==> config.mk <==
export PLATFORM = sky130hd
export DESIGN_NAME = bus_dma
export DESIGN_NICKNAME = d
export VERILOG_FILES = /design/src/rtl/bus_dma.sv
export SDC_FILE = /design/constraint.sdc
export NUM_CORES = 1
export LEC_CHECK = 0
export BUFFER_PORTS_ARGS = -buffer_cell sky130_fd_sc_hd__buf_2
export CAP_MARGIN = 20
export CORE_ASPECT_RATIO = 0.5
export CORE_MARGIN = 1.5
export CORE_UTILIZATION = 55
export DETAILED_ROUTE_END_ITERATION = 12
export GPL_TIMING_DRIVEN = 0
export PLACE_DENSITY = 0.87
export SYNTH_ARGS = -nofsm -noshare
export SYNTH_HDL_FRONTEND = slang
export SYNTH_SLANG_ARGS = --single-unit
==> constraint.sdc <==
create_clock -name clk -period 5.8 [get_ports clk]
set_clock_uncertainty 0.15 [all_clocks]
set_input_delay 0.87 -clock clk [delete_from_list [all_inputs] [get_ports clk]]
set_output_delay 0.87 -clock clk [all_outputs]
set_load 0.01 [all_outputs]
==> src/rtl/bus_dma.sv <==
// bus_dma: single-channel memory-to-memory DMA controller.
//
// Copies COUNT words from SRC to DST as read-then-write pairs on the system
// bus. The bus request is dropped for one cycle between words so the CPU
// masters can win arbitration. A four-entry register file sits on the slave
// port. A level interrupt reports completion.
//
// Optional feature (macro BUS_DMA_ABORT_EN): CTRL bit4 ABORT stops the
// transfer after the word in flight completes. CTRL bit5 ERR flags the abort
// and is cleared by writing 1. Without the macro, both bits read 0 and
// ignore writes.
//
// Ports:
//   clk, reset                 clock, asynchronous active-low reset
//   s_cs_, s_as_, s_rw,        slave select/strobe (active-low), 1=read,
//   s_addr, s_wr_data          register index and write data
//   s_rd_data, s_rdy_          read data and ready, valid the cycle after access
//   m_req_, m_grnt_            bus request / grant (active-low)
//   m_addr, m_as_, m_rw,       master word address, strobe, 1=read
//   m_wr_data                  master write data
//   m_rd_data, m_rdy_          shared read data and ready (active-low)
//   irq                        DONE & IE, registered
//
// Register map (s_addr):
//   0 CTRL  bit0 START (w1, reads 0), bit1 BUSY (ro), bit2 DONE (w1c), bit3 IE
//   1 SRC   2 DST   3 COUNT

module bus_dma #(
  parameter int CNT_W  = 16,
  parameter int ADDR_W = 30,
  parameter int DATA_W = 32
) (
  input  logic              clk,
  input  logic              reset,
  input  logic              s_cs_,
  input  logic              s_as_,
  input  logic              s_rw,
  input  logic [1:0]        s_addr,
  input  logic [DATA_W-1:0] s_wr_data,
  output logic [DATA_W-1:0] s_rd_data,
  output logic              s_rdy_,
  output logic              m_req_,
  input  logic              m_grnt_,
  output logic [ADDR_W-1:0] m_addr,
  output logic              m_as_,
  output logic              m_rw,
  output logic [DATA_W-1:0] m_wr_data,
  input  logic [DATA_W-1:0] m_rd_data,
  input  logic              m_rdy_,
  output logic              irq
);

  typedef enum logic [2:0] {
    IDLE   = 3'd0,
    RD_REQ = 3'd1,
    RD     = 3'd2,
    WR     = 3'd3,
    NEXT   = 3'd4
  } state_t;

  localparam logic [ADDR_W-1:0] ADDR_ONE = {{(ADDR_W-1){1'b0}}, 1'b1};
  localparam logic [CNT_W-1:0]  CNT_ONE  = {{(CNT_W-1){1'b0}}, 1'b1};
  localparam logic [CNT_W-1:0]  CNT_ZERO = {CNT_W{1'b0}};

  state_t            state_r, state_s;
  logic [ADDR_W-1:0] src_r, dst_r;
  logic [CNT_W-1:0]  count_r;
  logic              done_r, ie_r, irq_r;
  logic              s_rdy_r;
  logic [DATA_W-1:0] s_rd_data_r;
  logic              m_req_r, m_as_r, m_rw_r;
  logic [ADDR_W-1:0] m_addr_r;
  logic [DATA_W-1:0] m_wr_data_r;

  logic              req_s, as_s, rw_s;
  logic [ADDR_W-1:0] addr_s;
  logic [DATA_W-1:0] wdata_s;
  logic              step_s, done_set_s, abort_pend_s;
  logic              acc_s, wr_s, busy_s, ctrl_wr_s, start_s;
  logic [DATA_W-1:0] rd_val_s;
  logic              unused_s;

`ifdef BUS_DMA_ABORT_EN
  logic abort_r, err_r;
  assign abort_pend_s = abort_r;
`else
  assign abort_pend_s = 1'b0;
`endif

  assign acc_s     = ~s_cs_ & ~s_as_;
  assign wr_s      = acc_s & ~s_rw;
  assign busy_s    = (state_r != IDLE);
  assign ctrl_wr_s = wr_s & (s_addr == 2'd0);
  assign start_s   = ctrl_wr_s & s_wr_data[0] & ~busy_s;
  // Only the low bits of the write data land in registers.
  assign unused_s  = ^s_wr_data;

  // Register read mux; START always reads back as 0.
  always_comb begin
    rd_val_s = {DATA_W{1'b0}};
    case (s_addr)
      2'd0: begin
        rd_val_s[1] = busy_s;
        rd_val_s[2] = done_r;
        rd_val_s[3] = ie_r;
`ifdef BUS_DMA_ABORT_EN
        rd_val_s[5] = err_r;
`endif
      end
      2'd1:    rd_val_s = DATA_W'(src_r);
      2'd2:    rd_val_s = DATA_W'(dst_r);
      2'd3:    rd_val_s = DATA_W'(count_r);
      default: rd_val_s = {DATA_W{1'b0}};
    endcase
  end

  // Next state and next registered bus outputs.
  always_comb begin
    state_s    = state_r;
    req_s      = m_req_r;
    as_s       = 1'b1;
    rw_s       = m_rw_r;
    addr_s     = m_addr_r;
    wdata_s    = m_wr_data_r;
    step_s     = 1'b0;
    done_set_s = 1'b0;
    case (state_r)
      IDLE: begin
        if (start_s && (count_r != CNT_ZERO)) begin
          state_s = RD_REQ;
          req_s   = 1'b0;
        end else if (start_s) begin
          // Empty transfer: report completion without touching the bus.
          done_set_s = 1'b1;
        end else begin
          state_s = IDLE;
        end
      end
      RD_REQ: begin
        req_s = 1'b0;
        if (!m_grnt_) begin
          as_s    = 1'b0;
          rw_s    = 1'b1;
          addr_s  = src_r;
          state_s = RD;
        end else begin
          state_s = RD_REQ;
        end
      end
      RD: begin
        // Grant is not rechecked here: the arbiter never revokes mid-pair.
        if (!m_rdy_) begin
          wdata_s = m_rd_data;
          as_s    = 1'b0;
          rw_s    = 1'b0;
          addr_s  = dst_r;
          state_s = WR;
        end else begin
          state_s = RD;
        end
      end
      WR: begin
        if (!m_rdy_) begin
          step_s  = 1'b1;
          req_s   = 1'b1;
          rw_s    = 1'b1;
          state_s = NEXT;
        end else begin
          state_s = WR;
        end
      end
      NEXT: begin
        // COUNT has already been decremented for the word just written.
        if ((count_r == CNT_ZERO) || abort_pend_s) begin
          state_s    = IDLE;
          done_set_s = 1'b1;
        end else begin
          state_s = RD_REQ;
          req_s   = 1'b0;
        end
      end
      default: begin
        state_s = IDLE;
        req_s   = 1'b1;
        rw_s    = 1'b1;
      end
    endcase
  end

  // FSM state and registered master-port outputs.
  always_ff @(posedge clk or negedge reset) begin
    if (!reset) begin
      state_r     <= IDLE;
      m_req_r     <= 1'b1;
      m_as_r      <= 1'b1;
      m_rw_r      <= 1'b1;
      m_addr_r    <= {ADDR_W{1'b0}};
      m_wr_data_r <= {DATA_W{1'b0}};
    end else begin
      state_r     <= state_s;
      m_req_r     <= req_s;
      m_as_r      <= as_s;
      m_rw_r      <= rw_s;
      m_addr_r    <= addr_s;
      m_wr_data_r <= wdata_s;
    end
  end

  // SRC/DST/COUNT: software writes only while idle, hardware advances per word.
  always_ff @(posedge clk or negedge reset) begin
    if (!reset) begin
      src_r   <= {ADDR_W{1'b0}};
      dst_r   <= {ADDR_W{1'b0}};
      count_r <= CNT_ZERO;
    end else if (step_s) begin
      src_r   <= src_r + ADDR_ONE;
      dst_r   <= dst_r + ADDR_ONE;
      count_r <= count_r - CNT_ONE;
    end else if (wr_s && !busy_s) begin
      if (s_addr == 2'd1) begin
        src_r <= s_wr_data[ADDR_W-1:0];
      end else if (s_addr == 2'd2) begin
        dst_r <= s_wr_data[ADDR_W-1:0];
      end else if (s_addr == 2'd3) begin
        count_r <= s_wr_data[CNT_W-1:0];
      end else begin
        src_r <= src_r;
      end
    end else begin
      count_r <= count_r;
    end
  end

  // CTRL flags; a hardware DONE set beats a coincident write-1-clear.
  always_ff @(posedge clk or negedge reset) begin
    if (!reset) begin
      done_r <= 1'b0;
      ie_r   <= 1'b0;
      irq_r  <= 1'b0;
    end else begin
      irq_r <= done_r & ie_r;
      if (ctrl_wr_s) begin
        ie_r <= s_wr_data[3];
      end else begin
        ie_r <= ie_r;
      end
      if (done_set_s) begin
        done_r <= 1'b1;
      end else if (ctrl_wr_s && s_wr_data[2]) begin
        done_r <= 1'b0;
      end else begin
        done_r <= done_r;
      end
    end
  end

`ifdef BUS_DMA_ABORT_EN
  // Abort request is held until the current word finishes in NEXT.
  always_ff @(posedge clk or negedge reset) begin
    if (!reset) begin
      abort_r <= 1'b0;
      err_r   <= 1'b0;
    end else begin
      if ((state_r == NEXT) && abort_r) begin
        abort_r <= 1'b0;
      end else if (ctrl_wr_s && s_wr_data[4] && busy_s) begin
        abort_r <= 1'b1;
      end else begin
        abort_r <= abort_r;
      end
      if ((state_r == NEXT) && abort_r) begin
        err_r <= 1'b1;
      end else if (ctrl_wr_s && s_wr_data[5]) begin
        err_r <= 1'b0;
      end else begin
        err_r <= err_r;
      end
    end
  end
`endif

  // Slave response: ready and read data for exactly one cycle after an access.
  always_ff @(posedge clk or negedge reset) begin
    if (!reset) begin
      s_rdy_r     <= 1'b1;
      s_rd_data_r <= {DATA_W{1'b0}};
    end else begin
      s_rdy_r <= ~acc_s;
      if (acc_s && s_rw) begin
        s_rd_data_r <= rd_val_s;
      end else begin
        s_rd_data_r <= {DATA_W{1'b0}};
      end
    end
  end

  assign s_rd_data = s_rd_data_r;
  assign s_rdy_    = s_rdy_r;
  assign m_req_    = m_req_r;
  assign m_as_     = m_as_r;
  assign m_rw      = m_rw_r;
  assign m_addr    = m_addr_r;
  assign m_wr_data = m_wr_data_r;
  assign irq       = irq_r;

endmodule

==> metrics.md <==
| Metric | Value |
|---|---|
| Clock buffer depth | 2 |
| Async set-or-reset flop fraction in the synthesized netlist | 100.0% |
| Vias in the first global route | 8091 |
| Total core area | 15700 um2 |
| Slew @ Worst Pin | 1061 ps |
| Initial drt markers | 1220 |
| Most instantiated library cell after synthesis | dfrtp_1 |
| Chip Width | 183.7 um |
| GPL Wtd Cong | 1.017 |
| Routed wire length | 29280 um |
| Ys Warns | 0 |
| Die area | 17150 um2 |
| TritonRoute pass-1 iters | 6 |
| Footprint of the multi-input gates | 4218 um2 |
| FP Rows | 32 |
| Number of library cell types mapped by synthesis | 73 |
| Required time of the critical path | 5940 ps |
| Main flop type after synthesis | dfrtp_1 |
| Startpoint types | primary input |
| Worst-path fanout max | 10 |
| Placed inst area | 10130 um2 |
| R2R depth | 8 |
| Seq/Total Area, Yosys | 49.65% |
| Clk sinks | 178 |
| Syn Area/Cell | 9.668 um2 |
| Post-cts repair resize count | 0 |
| Fin cells | 1352 |
| Post-layout util | 68.28% |
| Number of H-tree levels | 4 |
| Hold_buf cts | 0 |
| Vias | 8652 |
| Antenna diodes | 0 |
| TritonCTS clock tree | built |
| Clock-pin slew on the worst setup and hold paths | 70 ps |
| Cell area after layout | 10720 um2 |
| Setup TNS | 0 ps |
| Fin crit share | 55.47% |
| Layout cells sized above 1 | 24.93% |
| LEAKAGE | 0.004723 uW |
| Cells after synthesis | 929 |
| Post-CTS Setup Inserts | 0 |
| Starting Density | 57.22% |
| Antenna violations before repair | 1 |
| Slew Limit Fails | 0 |
| Min-Delay Path Class | primary input to asynchronous set/reset pin |
| FILL cells | 1230 |
| Placed insts | 1319 |
| Area leader, netlist | dfrtp_1 |
| Synth Register Bits | 178 |
| Max VDD drop | 0.2730 mV |
| Clock latency on the worst-skew pair | 430 ps |
| Slew HR | 29.26% |
| Largest net degree at the start of global routing | 125 |
| CTS Buf Count | 17 |
| CP Class | primary input to flip-flop |
| Area fraction of the dominant cell type after synthesis | 48.48% |
| Synthesized cell area | 8981 um2 |
| GRT Total Usage | 34.92% |
| First-pass GRT wire length | 45300 um |
| Setup-failing EPs final | 0 |
| Routed wire per std cell | 21.65 um |
| Grt ovf | 0 |
| IO buf count | 167 |
| Detail Route Antenna Nets | 0 |
| Vias per inst | 6.399 |
| Drt drc | 0 |
| Area grow syn2layout | 19.32% |
| Post-detail-place hpwl | 21040 um |
| Final hold vios | 0 |
| Number of synthesized flops with an enable pin | 0 |
| Number of top-level pins | 172 |
| Maximum clock frequency | 0.3108 GHz |
| CTS Root Cell | clkbuf_16 |
| Sequential cell area | 4459 um2 |
| Max-cap violations | 0 |
| PwrDens | 497.9 nW/um2 |
| Period minus WS final | 3217 ps |
| Largest cells by area after synthesis | dfrtp_1 (48%), mux2_2 (5.6%), nor2_1 (5.0%) |
| Critical path arrival | 3360 ps |
| CP endpoint kind | flip-flop |
| Status | complete, no violations |
| Worst hold slack | 189.2 ps |
| Synth cell count leaders | dfrtp_1 (174), nor2_1 (120), nand2_1 (83) |
| # nets final | 1195 |
| RSZ-0062 raised after global routing | false |
| Floorplan die height | 93.36 um |
-- worst paths after layout --
check	from	end	slack [ps]
hold / removal	reset	s_rd_data[10]	190
min in group clk	m_wr_data[19]	m_wr_data[19]	350
hold reg to reg	m_wr_data[19]	m_wr_data[19]	350
setup reg to reg	state_r[2]	dst_r[18]	2730
max in group asynchronous	reset	m_addr[26]	4330
setup / recovery	s_addr[0]	src_r[0]	2580
-- kinds of logic after synthesis --
group,after synthesis,share of synthesized area [%]
AND/OR/NAND/NOR,358,19.28
AO/OA/AOI/OAI,222,16.47
flip-flops,178,49.65
multiplexers,78,9.599
buffers and inverters,78,3.427
XOR/XNOR,10,0.9752
adder cells (fa/ha/maj),4,0.5573
other,1,0.04175
-- cell usage in the layout (no fill, tap or decap), types with 19 or more instances in the layout --
master / instances
a21oi_1: 74
a22oi_1: 31
and3_1: 21
buf_2: 173
clkbuf_1: 47
dfrtp_1: 174
mux2_2: 45
mux2i_1: 31
nand2_1: 83
nand3_1: 29
nand4_1: 19
nor2_1: 120
nor3_1: 30
o21ai_0: 30
-- worst max-delay path, cell delays in order --
cell,delay [ps]
buf_2,130
nor2b_1,280
clkbuf_1,610
nand4b_1,560
clkbuf_1,480
a31oi_1,310
o21ai_0,110
-- stage by stage --
stage | worst slack, ps | total power [uW]
6_report | 2583 | 5336
5_1_grt | 2482 | 5625
4_1_cts | 2804 | 5282
3_5_place_dp | 2423 | 4129
3_3_place_gp | 948.7 | 4043
2_1_floorplan | 3375 | 3346
-- state kept, by name, indices dropped and copies added, names as in the netlist --
signal and count:
m_wr_data 32, dst_r 30, m_addr 30, s_rd_data 30, src_r 30, count_r 16
state_r 3, done_r 1, ie_r 1, irq 1, m_as_ 1, m_req_ 1
m_rw 1, s_rdy_ 1
-- report_power, final --
part / total (uW) / switching, uW / internal [uW]
clock network: 1150 / 549 / 606
logic: 1950 / 1120 / 825
registers: 2240 / 505 / 1730
-- layer usage --
metal / wire, um / part of all wire [%] / global-route usage (%) / up-vias
met5: 0 / 0 / 0 / -
met1: 12220 / 42 / 48.77 / 4104
met3: 3896 / 13 / 10.79 / 97
met4: 994 / 3.4 / 12.64 / 0
met2: 12160 / 42 / 51.23 / 675
li1: - / - / - / 3776
-- area by class of cell --
cell class	count	share of cell area [%]
buffer	61	2.277
clock buffer	17	3.970
clock inverter	15	1.413
inverter	17	0.5954
multi-input combinational	674	39.36
sequential	178	41.61
tap	221	2.580
timing repair buffer	169	8.196
Note: power is estimated with default switching activity, not from simulation.
